<file path="config.mk">
export PLATFORM = sky130hd
export DESIGN_NAME = truth_table_sweeper
export DESIGN_NICKNAME = d
export VERILOG_FILES = /design/src/rtl/truth_table_sweeper_pkg.sv /design/src/rtl/truth_table_sweeper_settle_timer.sv /design/src/rtl/truth_table_sweeper.sv
export SDC_FILE = /design/constraint.sdc
export NUM_CORES = 1
export LEC_CHECK = 0
export CAP_MARGIN = 5
export CORE_MARGIN = 2
export CORE_UTILIZATION = 40
export CTS_CLUSTER_SIZE = 25
export DETAILED_ROUTE_END_ITERATION = 8
export HOLD_SLACK_MARGIN = 0.08
export PLACE_DENSITY = 0.61
export SETUP_SLACK_MARGIN = 0.4
export SKIP_LAST_GASP = 1
export SYNTH_ARGS = -nofsm -noshare
export SYNTH_HDL_FRONTEND = slang
export SYNTH_SLANG_ARGS = --single-unit
</file>
<file path="constraint.sdc">
create_clock -name clk -period 3.2 [get_ports clk]
set_input_delay 0.32 -clock clk [delete_from_list [all_inputs] [get_ports clk]]
set_output_delay 0.32 -clock clk [all_outputs]
set_load 0.02 [all_outputs]
</file>
<file path="src/rtl/truth_table_sweeper_pkg.sv">
// Shared encodings for the truth-table sweeper: FSM states, vector/counter widths, status record.
// No timing of its own; no backpressure (types and constants only).
package truth_table_sweeper_pkg;

    localparam int NUM_VECTORS = 16;
    localparam int IDX_W       = 4;
    localparam int CNT_W       = 8;

    localparam logic [1:0] ST_IDLE = 2'd0;
    localparam logic [1:0] ST_HOLD = 2'd1;
    localparam logic [1:0] ST_DONE = 2'd2;

    localparam logic [IDX_W-1:0] LAST_IDX = IDX_W'(NUM_VECTORS - 1);

    // Result of a sweep; cleared together on start, so kept as one record.
    typedef struct packed {
        logic [IDX_W:0]   mismatch_cnt;
        logic [IDX_W-1:0] first_fail_idx;
        logic             fail_valid;
        logic             pass;
    } status_t;

endpackage

</file>
<file path="src/rtl/truth_table_sweeper_settle_timer.sv">
// Settle counter: terminal is high while the count equals SETTLE_CYCLES, wrapping to 0 there.
// Latency: terminal comes SETTLE_CYCLES cycles after clear drops; no backpressure (free-running while run=1).
module truth_table_sweeper_settle_timer
    import truth_table_sweeper_pkg::*;
#(
    parameter int SETTLE_CYCLES = 2
) (
    input  logic clk,
    input  logic rst_n,
    input  logic clear,
    input  logic run,
    output logic terminal
);

    localparam logic [CNT_W-1:0] LIMIT = CNT_W'(SETTLE_CYCLES);

    logic [CNT_W-1:0] cnt;

    assign terminal = (cnt == LIMIT);

    always_ff @(posedge clk or negedge rst_n) begin
        if (!rst_n) begin
            cnt <= '0;
        end else if (clear) begin
            cnt <= '0;
        end else if (run) begin
            cnt <= terminal ? '0 : cnt + CNT_W'(1);
        end
    end

endmodule

</file>
<file path="src/rtl/truth_table_sweeper.sv">
// Drives a 4-input function block through all 16 vectors and grades the captured truth table.
// Latency: 16*(SETTLE_CYCLES+1) cycles from start to done; no backpressure (start ignored unless idle).
module truth_table_sweeper
    import truth_table_sweeper_pkg::*;
#(
    parameter int SETTLE_CYCLES = 2
) (
    input  logic        clk,
    input  logic        rst_n,
    input  logic        start,
    input  logic        abort,
    input  logic [15:0] expected,
    input  logic        f_in,
    output logic        w,
    output logic        x,
    output logic        y,
    output logic        z,
    output logic        busy,
    output logic        done,
    output logic [15:0] truth_table,
    output logic [4:0]  mismatch_cnt,
    output logic [3:0]  first_fail_idx,
    output logic        fail_valid,
    output logic        pass
);

    logic [1:0]             state;
    logic [IDX_W-1:0]       idx;
    logic [NUM_VECTORS-1:0] exp_q;
    status_t                st;

    logic in_hold;
    logic settle_term;
    logic sample;
    logic miss;

    assign in_hold = (state == ST_HOLD);
    // abort wins over a sample landing on the same edge
    assign sample  = in_hold && !abort && settle_term;
    assign miss    = sample && (f_in != exp_q[idx]);

    truth_table_sweeper_settle_timer #(
        .SETTLE_CYCLES (SETTLE_CYCLES)
    ) u_settle_timer (
        .clk      (clk),
        .rst_n    (rst_n),
        .clear    (!in_hold || abort),
        .run      (in_hold),
        .terminal (settle_term)
    );

    always_ff @(posedge clk or negedge rst_n) begin
        if (!rst_n) begin
            state       <= ST_IDLE;
            idx         <= '0;
            exp_q       <= '0;
            truth_table <= '0;
            st          <= '0;
        end else begin
            case (state)
                ST_IDLE: begin
                    if (start) begin
                        state       <= ST_HOLD;
                        idx         <= '0;
                        exp_q       <= expected;
                        truth_table <= '0;
                        st          <= '0;
                    end
                end
                ST_HOLD: begin
                    if (abort) begin
                        state <= ST_IDLE;
                        idx   <= '0;
                    end else if (sample) begin
                        truth_table[idx] <= f_in;
                        if (miss) begin
                            st.mismatch_cnt <= st.mismatch_cnt + (IDX_W+1)'(1);
                            if (!st.fail_valid) begin
                                st.first_fail_idx <= idx;
                                st.fail_valid     <= 1'b1;
                            end
                        end
                        if (idx == LAST_IDX) begin
                            state   <= ST_DONE;
                            idx     <= '0;
                            // final sample is folded in here, so no extra cycle is needed in DONE
                            st.pass <= !miss && (st.mismatch_cnt == '0);
                        end else begin
                            idx <= idx + IDX_W'(1);
                        end
                    end
                end
                ST_DONE: begin
                    state <= ST_IDLE;
                end
                default: begin
                    state <= ST_IDLE;
                end
            endcase
        end
    end

    assign {w, x, y, z}   = idx;
    assign busy           = in_hold;
    assign done           = (state == ST_DONE);
    assign mismatch_cnt   = st.mismatch_cnt;
    assign first_fail_idx = st.first_fail_idx;
    assign fail_valid     = st.fail_valid;
    assign pass           = st.pass;

endmodule

</file>
==> results of run 1 <==
==> kinds of logic (layout without fill, tap and decap cells) <==
family | after synthesis | in the layout | share of synthesized area [%]
AO/OA/AOI/OAI | 67 | 67 | 15.0
XOR/XNOR | 8 | 8 | 3.42
adder cells (fa/ha/maj) | 8 | 8 | 3.56
buffers and inverters | 21 | 86 | 3.25
flip-flops | 57 | 57 | 50.7
multiplexers | 25 | 25 | 12.4
AND/OR/NAND/NOR | 62 | 62 | 11.7
==> where the power goes <==
part | switching, mW | internal [mW] | total, mW
Combinational | 0.125 | 0.139 | 0.264
Sequential | 0.0407 | 0.774 | 0.815
Clock | 0.308 | 0.302 | 0.610
Total | 0.473 | 1.22 | 1.69
==> metrics by stage <==
| step | worst slack [ns] | power (mW) | area, um^2 |
|---|---|---|---|
| floorplan | 0.630 | 0.987 | 2810 |
| global placement | 0.696 | 1.09 | 3450 |
| detailed placement | 0.630 | 1.09 | 3450 |
| CTS | 0.619 | 1.71 | 3640 |
| global route | 0.534 | 1.77 | 3640 |
| finish | 0.623 | 1.69 | 3640 |
==> repair_timing <==
item	4_1_cts	5_1_grt
hold endpoints to repair	30	0
resized for setup	0	0
hold buffers	1	0
==> worst paths after layout <==
kind,start,endpoint,slack (ns),cells past startpoint
worst min-delay path,pass$_DFFE_PN0P_,pass$_DFFE_PN0P_,0.50,1
worst max-delay path,idx[2]$_DFFE_PN0P_,mismatch_cnt[3]$_DFFE_PN0P_,0.62,5
min in group asynchronous,rst_n,mismatch_cnt[1]$_DFFE_PN0P_,0.55,2
max in group asynchronous,rst_n,truth_table[6]$_DFFE_PN0P_,1.82,3
worst max register to register,idx[2]$_DFFE_PN0P_,mismatch_cnt[3]$_DFFE_PN0P_,0.62,5
worst min register to register,pass$_DFFE_PN0P_,pass$_DFFE_PN0P_,0.50,1
==> area by class of cell <==
| cell class | count | share of cell area, % |
|---|---|---|
| clock buffer | 10 | 3.78 |
| tap | 96 | 3.30 |
| sequential | 57 | 39.2 |
| multi-input combinational | 170 | 35.7 |
| clock inverter | 6 | 1.17 |
| timing repair buffer | 59 | 15.7 |
| inverter | 11 | 1.13 |
==> sequential cells by signal (all words and copies together), names as in the netlist <==
register            flops
exp_q                  16
fail_valid              1
first_fail_idx          4
idx                     4
mismatch_cnt            5
pass                    1
state                   2
truth_table            16
u_settle_timer.cnt      8
==> routing by layer <==
layer  routed length (um)  global-route usage (%)
met5                    0                       0
met1                 3140                    25.3
met2                 2870                    26.3
met3                  281                    4.62
met4                  121                    7.55
==> layout by cell type, fill, tap and decap left out, types with 9 or more instances in the layout <==
master	count
nor2_1	15
a21oi_1	17
o21ai_0	30
dfrtp_1	57
mux2_2	17
nand3_1	12
clkbuf_8	10
inv_1	11
nand2_1	9
clkdlybuf4s50_1	52
==> metrics.md, run 1 <==
| Metric | Value |
|---|---|
| Vias | `2139` |
| Final ANT Viol Nets | `0` |
| CTS max path bufs | `2` |
| Commonest cells post-synth | `dfrtp_1, o21ai_0, a21oi_1, mux2_2, nor2_1` |
| CTS tree | `yes` |
| Top-count cell post-synth | `dfrtp_1` |
| Routed wire per std cell | `15.7 um` |
| Synth warnings | `0` |
| Die X | `between 80 and 90 um` |
| Min Hold Slack | `slightly below 0.5 ns` |
| Post-DR vias/cell | `5.23` |
| Final setup fails | `0` |
| Relative slew slack | `between 30% and 40%` |
| Multi-input logic area | `between 1000 and 1500 um^2` |
| Grt total ovfl | `0` |
| Synth Instances | `248` |
| Share of cells above drive strength 1 | `15.3%` |
| Clock Skews | `roughly 0.011 ns` |
| Final HPWL DP | `4470 um` |
| Area share of the largest cell type after synthesis | `roughly 50%` |
| Non-Filler Instances | `about 410` |
| Fmax | `a little under 400 MHz` |
| Area grow syn2layout | `29.4%` |
| Fin crit share | `around four fifths` |
| Final Core Density | `53.6%` |
| Inst Count DP | `392` |
| Final hold violations | `0` |
| Startpoint Class | `register` |
| Worst skew pair latency | `approximately 0.35 ns` |
| Avg Inst Size Synth | `between 10 and 15 um^2` |
| Layout fillers | `around 600` |
| Synth area leader | `dfrtp_1` |
| Top-level port count | `54` |
| Seq cells post-synth | `57` |
| Maximum vdd drop | `between 0.0002 and 0.00025 V` |
| CTS H-tree lvls | `3` |
| Number of global-route vias before repair | `2049` |
| Leak | `about 1.6 nW` |
| Yosys cell types | `42` |
| Seq/Total Area, Yosys | `50.7%` |
| Total Nets Final | `roughly 340` |
| Core Area | `roughly 6800 um^2` |
| Pins Over Slew Limit | `0` |
| Crit end category | `register` |
| Die ar. | `a little under 8000 um^2` |
| Drt total wl | `roughly 6400 um` |
| Status | `finished, final reports clean` |
| Pwr Density | `between 400 and 500 nW/um^2` |
| Initial Util | `41.4%` |
| Initial antenna violation count | `0` |
| TNS Setup | `0 ns` |
| Hold WC Path Type | `register to register` |
| Largest net degree at the start of global routing | `32` |
| Slowest-stage cell, CP | `mux4_1` |
| Delay-heaviest family, CP | `multiplexers` |
| TritonCTS Sinks | `57` |
| Antenna Cells | `0` |
| Synthesized cell area | `2810 um^2` |
| First-pass GRT wire length | `approximately 10000 um` |
| Clk slew on worst S/H paths | `roughly 0.07 ns` |
| DRC Markers | `0` |
| Ys flop type | `dfrtp_1` |
| Register area | `1430 um^2` |
| Pre-Repair DR Iteration Count | `4` |
| Fin crit period | `approximately 2.6 ns` |
| CP arrival | `2.81 ns` |
| Asr flop ratio synth | `100%` |
| DIE HEIGHT | `87.9 um` |
| Row count | `30` |
| Area contributors post-synth | `dfrtp_1, mux2_2, o21ai_0` |
| Worst path bufs/invs | `0` |
| Worst Path Required | `roughly 3.4 ns` |
| Crit path cell chain | `mux4_1 -> mux4_2 -> xor2_2 -> o22ai_4 -> a221o_1` |
| DR iter-0 viols | `138` |
| CP Max Fanout | `6` |
| Worst-Margin Slew | `roughly 0.96 ns` |
| Number of synthesized flops with an enable pin | `0` |
| Clk root buf | `clkbuf_8` |
| Postcts setup bufs | `0` |
| Unrepaired setup endpoints after global routing | `no` |
| Kind of critical path | `register to register` |
| CP peak stage delay | `0.59 ns` |
| CTS buffer count | `9` |
| Maxcap violations | `0` |
| RD Place Congestion | `0.844` |
| Post-Syn Nets | `between 200 and 300` |
| Total GRT Usage | `approximately 18%` |
| Port bufs | `53` |
Power figures use the tool's default switching activity.
==> run 2, diff against run 1 <==
- clock period: 3.2 -> 2.4 ns (I/O delays scaled with it)
==> run 2 against run 1 <==
  * Via count is 2.2% higher
  * Design area is 5.2% higher
  * Critical path type unchanged
  * Global-route usage is 0.22 points higher
  * Clock skew is 0.00070 ns lower
  * Sequential cell count stayed put
  * Core utilization is 2.8 points higher
  * Maximum frequency is 9.1% higher
  * Die area stayed put
==> metrics.md, run 2 (same netlist as run 1, synthesis figures left out) <==
| Metric | Value |
|---|---|
| Status | `finished, final reports clean` |
| Port bufs | `between 50 and 60` |
| Fin crit period | `around 2.4 ns` |
| First-pass GRT wire length | `around 11000 um` |
| Fmax | `about 420 MHz` |
| FF-to-FF setup slack | `0.04 ns` |
| Initial Util | `41.4%` |
| Worst-Margin Slew | `~0.71 ns` |
| CP most frequent cell | `mux4_2` |
| Top-level port count | `54` |
| Row count | `30` |
| Post-DR vias/cell | `roughly 5.2` |
| Die X | `just under 90 um` |
| Area grow syn2layout | `36.1%` |
| Commonest non-fill, non-tap cell in the layout | `dfrtp_1` |
| Number of global-route vias before repair | `2093` |
| Clk root buf | `clkbuf_8` |
| Final hold violations | `0` |
| Reg-to-reg startpoint | `idx[2]$_DFFE_PN0P_` |
| TNS Setup | `0 ns` |
| Unrepaired setup endpoints after global routing | `yes` |
| CTS tree | `yes` |
| Final setup fails | `0` |
| Largest net degree at the start of global routing | `30` |
| Inst Count DP | `400` |
| Clock Skews | `0.0101 ns` |
| Worst path bufs/invs | `0` |
| Pins Over Slew Limit | `0` |
| Path depth of the worst reg2reg path | `5` |
| Startpoint Class | `register` |
| Hold WC Path Type | `primary input to async pin` |
| Clk slew on worst S/H paths | `0.07 ns` |
| Fin crit share | `a little over nine tenths` |
| Worst skew pair latency | `about 0.33 ns` |
| Pwr Density | `~660 nW/um^2` |
| Grt total ovfl | `0` |
| DR iter-0 viols | `104` |
| Total Nets Final | `between 300 and 400` |
| CP arrival | `2.57 ns` |
| Final HPWL DP | `4730 um` |
| Share of cells above drive strength 1 | `between 20% and 30%` |
| Top flop regs | `exp_q: 16 flops, truth_table: 16 flops, u_settle_timer.cnt: 8 flops` |
| Kind of critical path | `register to register` |
| CTS buffer count | `9` |
| Relative slew slack | `52.6%` |
| CTS H-tree lvls | `3` |
| Non-Filler Instances | `421` |
| Worst Path Required | `between 2 and 3 ns` |
| Antenna Cells | `0` |
| Crit path cell chain | `mux4_2 -> mux4_2 -> xor2_4 -> o22ai_4 -> a221o_1` |
| Total GRT Usage | `between 15 and 20%` |
| Pwr Total | `between 2 and 3 mW` |
| Maximum vdd drop | `approximately 0.00042 V` |
| Initial antenna violation count | `0` |
| Drt total wl | `about 6700 um` |
| Most frequent cells in the layout | `dfrtp_1, clkdlybuf4s50_1, o21ai_0` |
| Leak | `~1.7 nW` |
| Core Area | `6790 um^2` |
| Pre-Repair DR Iteration Count | `4` |
| DIE HEIGHT | `just under 90 um` |
| DRC Markers | `0` |
| Dpl ws | `-0.0171 ns` |
| R2R Path End | `mismatch_cnt[3]$_DFFE_PN0P_` |
| Delay-heaviest family, CP | `multiplexers` |
| Slowest-stage cell, CP | `mux4_2` |
| Die ar. | `a little under 8000 um^2` |
| Setup ws final | `a little under 0.04 ns` |
| Vias | `2186` |
| TritonCTS Sinks | `57` |
| Final ANT Viol Nets | `0` |
| CTS max path bufs | `2` |
| RD Place Congestion | `approximately 0.8` |
| CP Max Fanout | `5` |
| CP peak stage delay | `approximately 0.60 ns` |
| Crit end category | `register` |
| Maxcap violations | `0` |
| Routed wire per std cell | `between 15 and 20 um` |
run 2: cell count changes in the layout (fill, tap and decap cells not counted), sizes merged:
cell,before,now
buf,6,18
bufinv,0,2
clkbuf,10,12
clkinv,3,1
clkinvlp,2,1
inv,12,11
run 2: final cells by class:
| type | count | area (um^2) |
|---|---|---|
| Tap cell | 96 | 120 |
| Clock buffer | 12 | 145 |
| Fill cell | 599 | 2960 |
| Multi-Input combinational cell | 170 | 1330 |
| Timing Repair Buffer | 71 | 687 |
| Inverter | 11 | 41.3 |
| Sequential cell | 57 | 1430 |
| Clock inverter | 4 | 76.3 |
run 2: through the flow:
step	hold slack, ns	utilization [%]	cell area (um^2)
5_1_grt	0.511	56.4	3830
4_1_cts	0.503	55.7	3780
2_1_floorplan	-0.0556	-	2810
3_3_place_gp	0.336	51.8	3520
3_5_place_dp	0.333	51.8	3520
6_report	0.497	56.4	3830
run 2: power by group:
part / internal [mW] / switching (mW)
Clock: 0.616 / 0.395
Combinational: 0.230 / 0.186
Sequential: 1.03 / 0.0562
run 2: routing by layer:
layer / up-vias / wire (um) / GRT usage (%)
met4: 0 / 0 / 5.31
met3: 0 / 362 / 4.43
met5: - / 0 / 0
li1: 1045 / - / -
met1: 1071 / 3040 / 24.8
met2: 70 / 3260 / 28.9
run 2: how the worst max path moves through the flow:
stage / startpoint / to / slack, ns / depth (start not counted)
floorplan: idx[2]$_DFFE_PN0P_ / mismatch_cnt[2]$_DFFE_PN0P_ / -0.02 / 6
global placement: idx[2]$_DFFE_PN0P_ / mismatch_cnt[2]$_DFFE_PN0P_ / 0.05 / 5
detailed placement: idx[2]$_DFFE_PN0P_ / mismatch_cnt[3]$_DFFE_PN0P_ / -0.02 / 5
CTS: idx[2]$_DFFE_PN0P_ / mismatch_cnt[3]$_DFFE_PN0P_ / 0.02 / 5
global route: idx[2]$_DFFE_PN0P_ / mismatch_cnt[3]$_DFFE_PN0P_ / -0.03 / 5
finish: idx[2]$_DFFE_PN0P_ / mismatch_cnt[3]$_DFFE_PN0P_ / 0.04 / 5
run 2: repair_timing:
action	in CTS	in global routing
hold endpoints to repair	28	0
setup buffers	2	2
hold buffers	1	0
endpoints found under the setup margin	13	27
pin swaps	1	3
cloned	0	0
gates resized for setup	3	7
==> run 3, diff against run 2 <==
- SLEW_MARGIN: default -> 20
==> results of run 3 <==
Final layout, timing and power as in run 2 (identical DEF).
